[config.mk]
export PLATFORM = sky130hd
export DESIGN_NAME = jtdd_vram_arb
export DESIGN_NICKNAME = d
export VERILOG_FILES = /design/src/rtl/jtdd_vram_arb.sv
export SDC_FILE = /design/constraint.sdc
export NUM_CORES = 1
export LEC_CHECK = 0
export ABC_AREA = 1
export BUFFER_PORTS_ARGS = -buffer_cell sky130_fd_sc_hd__buf_4
export CAP_MARGIN = 20
export CORE_UTILIZATION = 44
export CTS_CLUSTER_DIAMETER = 40
export DETAILED_ROUTE_END_ITERATION = 8
export GPL_ROUTABILITY_DRIVEN = 0
export PLACE_DENSITY = 0.86
export SETUP_SLACK_MARGIN = 0.15
export SYNTH_ARGS = -nofsm -noshare
export SYNTH_HDL_FRONTEND = slang
export SYNTH_SLANG_ARGS = --single-unit
[constraint.sdc]
create_clock -name clk -period 1.5 [get_ports clk]
set_clock_uncertainty 0.1 [all_clocks]
set_input_delay 0.3 -clock clk [delete_from_list [all_inputs] [get_ports clk]]
set_output_delay 0.3 -clock clk [all_outputs]
set_load 0.02 [all_outputs]
[src/rtl/jtdd_vram_arb.sv]
// jtdd_vram_arb: time-slot arbiter sharing one synchronous VRAM between the
// CPU and the video fetch logic. Each pixel-clock-enabled cycle, the lowest
// set bit of M selects a bus slot, and CPU_SLOTS marks which slots belong to
// the CPU. Video slots are always served.
//
// Optional feature macro: JTDD_BLANK_CPU_EN. When defined, video slots that
// fall in horizontal or vertical blanking are handed to the CPU.
//
// CPU handshake: cpu_req is a level request. Its address, data and direction
// are captured when the request is accepted. cpu_wait stays high while the
// request has not completed. cpu_ok pulses for one clk when the access is
// done, and cpu_dout is valid from that cycle on. Each access needs cpu_req
// to be low for at least one clk before a new access can start.
module jtdd_vram_arb #(
    parameter int          AW        = 12,
    parameter logic [5:0]  CPU_SLOTS = 6'b101010
) (
    input  logic          clk,
    input  logic          rst_n,
    input  logic          pxl_cen,
    input  logic [5:0]    M,
    input  logic          HBL,
    input  logic          VBL,
    input  logic          cpu_req,
    input  logic          cpu_we,
    input  logic [AW-1:0] cpu_addr,
    input  logic [7:0]    cpu_din,
    output logic [7:0]    cpu_dout,
    output logic          cpu_ok,
    output logic          cpu_wait,
    input  logic [AW-1:0] vid_addr,
    output logic [7:0]    vid_dout,
    output logic          vid_ok,
    output logic [AW-1:0] ram_addr,
    output logic          ram_we,
    output logic [7:0]    ram_din,
    input  logic [7:0]    ram_dout,
    output logic [1:0]    dbg_state
);

    localparam logic [1:0] IDLE = 2'd0;
    localparam logic [1:0] PEND = 2'd1;
    localparam logic [1:0] ACC  = 2'd2;
    localparam logic [1:0] DATA = 2'd3;

    logic [1:0]    state;
    logic          armed;
    logic          lat_we;
    logic [AW-1:0] lat_addr;
    logic [7:0]    lat_din;
    logic          slot_hit;
    logic          slot_cpu;
    logic          grant_cpu;
    logic          grant_vid;
    logic [1:0]    vid_pipe;

    // Slot decode: lowest set bit of M picks the slot and its owner
    always_comb begin
        slot_hit = 1'b0;
        slot_cpu = 1'b0;
        for (int i = 5; i >= 0; i--) begin
            if (M[i]) begin
                slot_hit = 1'b1;
                slot_cpu = CPU_SLOTS[i];
            end
        end
`ifdef JTDD_BLANK_CPU_EN
        if (HBL || VBL) slot_cpu = 1'b1;
`endif
    end

`ifndef JTDD_BLANK_CPU_EN
    // Blanking flags only matter when blank slots go to the CPU
    logic unused_blank;
    assign unused_blank = HBL | VBL;
`endif

    assign grant_cpu = pxl_cen && slot_hit && slot_cpu && (state == PEND) && cpu_req;
    assign grant_vid = pxl_cen && slot_hit && !slot_cpu;

    assign cpu_wait  = cpu_req && ((state != IDLE) || armed) && !cpu_ok;
    assign dbg_state = state;

    // CPU access FSM, request latching and re-arm tracking
    always_ff @(posedge clk or negedge rst_n) begin
        if (!rst_n) begin
            state    <= IDLE;
            armed    <= 1'b1;
            lat_we   <= 1'b0;
            lat_addr <= '0;
            lat_din  <= '0;
        end else begin
            if (!cpu_req) armed <= 1'b1;
            case (state)
                IDLE: begin
                    if (cpu_req && armed) begin
                        state    <= PEND;
                        armed    <= 1'b0;
                        lat_we   <= cpu_we;
                        lat_addr <= cpu_addr;
                        lat_din  <= cpu_din;
                    end
                end
                PEND: begin
                    if (!cpu_req)       state <= IDLE;
                    else if (grant_cpu) state <= ACC;
                end
                ACC:     state <= DATA;
                DATA:    state <= IDLE;
                default: state <= IDLE;
            endcase
        end
    end

    // RAM port: address/data load on a grant; write strobe lasts one clk
    always_ff @(posedge clk or negedge rst_n) begin
        if (!rst_n) begin
            ram_addr <= '0;
            ram_we   <= 1'b0;
            ram_din  <= '0;
        end else begin
            ram_we <= 1'b0;
            if (grant_cpu) begin
                ram_addr <= lat_addr;
                ram_we   <= lat_we;
                ram_din  <= lat_din;
            end else if (grant_vid) begin
                ram_addr <= vid_addr;
            end
        end
    end

    // CPU completion: capture read data and pulse cpu_ok on leaving DATA
    always_ff @(posedge clk or negedge rst_n) begin
        if (!rst_n) begin
            cpu_ok   <= 1'b0;
            cpu_dout <= '0;
        end else begin
            cpu_ok <= 1'b0;
            if (state == DATA) begin
                cpu_ok <= 1'b1;
                if (!lat_we) cpu_dout <= ram_dout;
            end
        end
    end

    // Video fetch pipeline: data captured two clk after the grant edge
    always_ff @(posedge clk or negedge rst_n) begin
        if (!rst_n) begin
            vid_pipe <= 2'b00;
            vid_ok   <= 1'b0;
            vid_dout <= '0;
        end else begin
            vid_pipe <= {vid_pipe[0], grant_vid};
            vid_ok   <= vid_pipe[1];
            if (vid_pipe[1]) vid_dout <= ram_dout;
        end
    end

endmodule

---- Yosys cells after proc, flatten, opt, wreduce, memory -nomap -nowiden ----
Cells that the tools add are included.
operators by class
  equality and inequality tests ........... 5
  multiplexer cells ....................... 22
  reductions and logical operators ........ 17
  bitwise gates (word level) .............. 1
operators with widths
  operator            count
  $mux 12             2
  $mux 1              16
  $logic_and 1x1->1   8
  $pmux 2 s4          1
  $mux 2              3
  $reduce_and 2->1    3
  $eq 2x2->1 const B  2
  $reduce_bool 2->1   2
  $ne 3x3->1 const B  1
  $eq 2x1->1 const B  1
  $logic_not 1->1     2
  $logic_not 2->1     1
  $ne 2x2->1 const B  1
  $logic_or 1x1->1    1
  $not 1->1           1
word-level totals
  register bits after elaboration ......... 65
  word-level logic and storage cells ...... 58
  output and inout bits ................... 42
  bits of input ports ..................... 53

---- Longest topological paths before layout ----
  depth in word-level cells ............... 13
  gate-level depth with buffers ........... 8
  gate-level depth less buffers ........... 7

---- Least setup slack after synthesis ----
OpenSTA, ideal clock, no wires.
  path kind ............................... reg-to-output
  start ................................... reg (tool-made name)
  end ..................................... out cpu_wait
  slack ................................... -113 ps
  arrival ................................. 1213 ps
  stages on the path, launching flop included .. 5
  data required time ...................... 1100 ps
  buffers on the path ..................... 0
  cells stage by stage .................... dfrtp_1 -> nor2_1 -> o21ai_0 -> inv_1 -> nor3_1
RTL lines
  what              RTL line  RTL
  end: declaration  30        output logic cpu_wait,

---- Worst setup path after layout ----
  start ................................... reg armed
  end ..................................... out cpu_wait
on the way
  cells in the longest elaborated chain, start to end .. 3
ends and longest elaborated chain
  what                            RTL line  RTL
  start: declaration              47        logic armed;
  start signal: assignment        88        armed <= 1'b1;
  start signal: assignment        93        if (!cpu_req) armed <= 1'b1;
  start signal: assignment        98        armed <= 1'b0;
  $logic_or 1x1->1                81        assign cpu_wait = cpu_req && ((state != IDLE) || armed) && !cpu_ok;
  $logic_and 1x1->1 (2 in a row)  81
Every way passes these cells.

==> results.cfg <==
[outcome]
status = complete, but fails checks
violations = negative setup slack

[routing]
via_count = 2166
drt-initial-drc-count = 91
wirelength_mm = 7.04
via_per_inst = 5.07
drc = 0
first_pass_iters = 4
drt.antenna.violating_nets = 0
wl_per_cell_um = 16.5

[synth]
syn-num-nets = 283
ys_types = 23
syn_area_per_cell_sq_um = 11.5
synthFlopType = dfrtp_1
synthCells = 230
synth_area_leaders = dfrtp_1 (61%), mux2_2 (11%), nand3_1 (7.2%)
synth.cell_area_sq_mm = 0.00264
synth_top_cell_by_area = dfrtp_1
synth_edf_count = 0
ys_warn_count = 0
yosysSeqAreaShare = 0.617
synthArstFlopShare = 1.00
yosysTopAreaCellShare = 0.607
ys_ff_latch = 65

[cts]
clk_path_buf_depth = 2
cts_tree = done
numCtsBuffers = 9
worstSkewPairLatency_ns = 0.32
clkTransAtPathRegs_ns = 0.07
h-tree-depth = 3
cts_sinks = 65
root_buffer = clkbuf_8

[critical_path]
cpMaxStageDelayCell = dfstp_2
cp_cell_sequence = inv_2 -> o21ai_2 -> inv_2 -> nor3_4 -> buf_6
critPathTopFamily = flip-flops
crit_buf_inv = 3
reg2reg_depth = 7
criticalPathCategory = register to output pin
cp_slowest_stage_delay_ns = 0.54
crit_end = cpu_wait
crit_required_ns = 1.10
end_kind = output pin
start_kind = register
rrSetupSlack_ns = -0.06
cp_common_cell = inv_2
arrival_ns = 1.32
cp.depth = 5
rr_endpoint = dbg_state[0]
path_max_fanout = 2
critPathLaunch = armed

[die]
die_h_um = 79.4
core_area_sq_mm = 0.00564
io_pins = 95
fp.dieW_um = 79.4
start_util = 0.468
die-area_sq_mm = 0.00631
num_rows = 27

[cells_and_area]
drive_above_1_share = 0.617
fillers = 374
final_area_sq_mm = 0.00420
area.growth.synth_to_final_pct = 59.2
final_util = 0.744
seq_area_sq_mm = 0.00163
antenna_cells = 0
multi_input_area_sq_mm = 0.00120
nNetsFinal = 404

[timing]
fin_ws_ns = -0.218
fin_crit_ns = 1.72
fmax_mhz = 582
drv_slew = 0
slew_headroom = 0.712
worst_pin_slew_ns = 0.432
rsz0062_at_grt = yes
hold_violations = 0
min_period_over_period = 1.15
finalSetupTns_ns = -0.736
setup_viol = 21

[global_route]
grt_usage = 0.225
first_global_vias = 2243
grt_max_degree = 25
overflow = 0
grt_pass1_wl_mm = 10.8
antenna_found_initial = 0

[worst_hold_path]
hold_class = input port to register

[power]
p_total_uw = 7380
max-vdd-ir-drop_mv = 0.921
power.density_mw_per_mm2 = 1760
p_leak_uw = 0.00207

[place]
io_buffers = 92
placed_area_sq_mm = 0.00351
place_ws_ns = -0.0667
dp_hpwl_mm = 4.20

[run]
maxCapViolations = 0
-- cell usage after synthesis, types with 2 or more instances --
cell type / number
a21oi_1: 12
buf_2: 5
buf_4: 2
buf_6: 2
dfrtp_1: 64
inv_1: 17
mux2_2: 25
nand2_1: 25
nand2_2: 2
nand3_1: 38
nor2_1: 14
o21ai_0: 4
o21ai_2: 10
-- cells in the final DEF (no fill, tap or decap), types with 2 or more instances in the layout --
cell type,synthesis,routed
nand2_1,25,10
nand2_2,2,9
nor2_4,1,2
o21ai_4,0,2
mux2_4,0,8
nand2_8,0,4
dfrtp_2,0,2
nand3_1,38,23
nor2_1,14,13
bufinv_16,0,2
buf_12,0,5
mux2_2,25,18
a21oi_1,12,11
buf_6,2,10
buf_4,2,97
buf_8,0,2
nand2_4,1,9
inv_2,1,3
nand3_2,0,15
nor3_4,1,2
o21ai_2,10,12
clkbuf_8,0,12
inv_1,17,14
dfrtp_1,64,62
-- worst min-delay path by stage --
stage | startpoint | endpoint | slack (ns) | depth (start not counted)
after global routing | cpu_req | armed | 0.08 | 2
after global placement | rst_n | ram_din[4] | 0.12 | 1
after floorplan | rst_n | asynchronous set/reset pin | -0.1 | 0
after CTS | cpu_req | armed | 0.06 | 2
final | cpu_req | armed | 0.08 | 2
after detailed placement | rst_n | ram_din[4] | 0.13 | 1
-- per-layer routing --
metal,vias to the layer above,track usage,routed length (um)
met5,-,0,0
met4,0,0.0709,42
met3,5,0.0480,468
met2,90,0.375,3610
met1,1055,0.291,2920
li1,1016,-,-
-- repair_timing --
| action | CTS | global route |
|---|---|---|
| hold endpoints to repair | 22 | 0 |
| endpoints found under the setup margin | 43 | 48 |
| gates resized for setup | 31 | 49 |
| pin swaps | 3 | 15 |
| cloned | 3 | 3 |
| buffers inserted | 8 | 3 |
| hold buffers | 1 | 0 |
-- power breakdown --
group	switching [uW]	internal (uW)
Combinational	1450	1410
Sequential	432	2390
Clock	625	1070
Total	2510	4870
-- final cells by class --
class / instances / area share
sequential: 65 / 0.388
multi-input combinational: 142 / 0.285
clock inverter: 2 / 0.0143
inverter: 18 / 0.0173
clock buffer: 13 / 0.0402
timing repair buffer: 115 / 0.234
tap: 72 / 0.0215
-- per-stage QoR --
step | std cells | hold slack (ns)
after detailed placement | 394 | 0.131
after floorplan | 230 | -0.0956
after global placement | 394 | 0.124
after global routing | 427 | 0.0811
after CTS | 421 | 0.0606
final | 427 | 0.0792
-- registers in the layout (all words and copies together), names as in the netlist, named ones only --
register   flops
lat_addr      12
dbg_state      1
vid_dout       8
cpu_dout       8
lat_we         1
ram_we         1
vid_ok         1
vid_pipe       2
armed          1
ram_addr      12
cpu_ok         1
ram_din        8
lat_din        8
-- cells by family (layout without fill, tap and decap cells) --
family	Yosys count	count (layout)	synth area share
and+or+nand+nor	84	88	0.151
DFF	65	65	0.617
buffers and inverters	28	148	0.0508
AOI/OAI and AO/OA	27	28	0.0697
muxes	26	26	0.111
(Power assumes the default switching activity.)
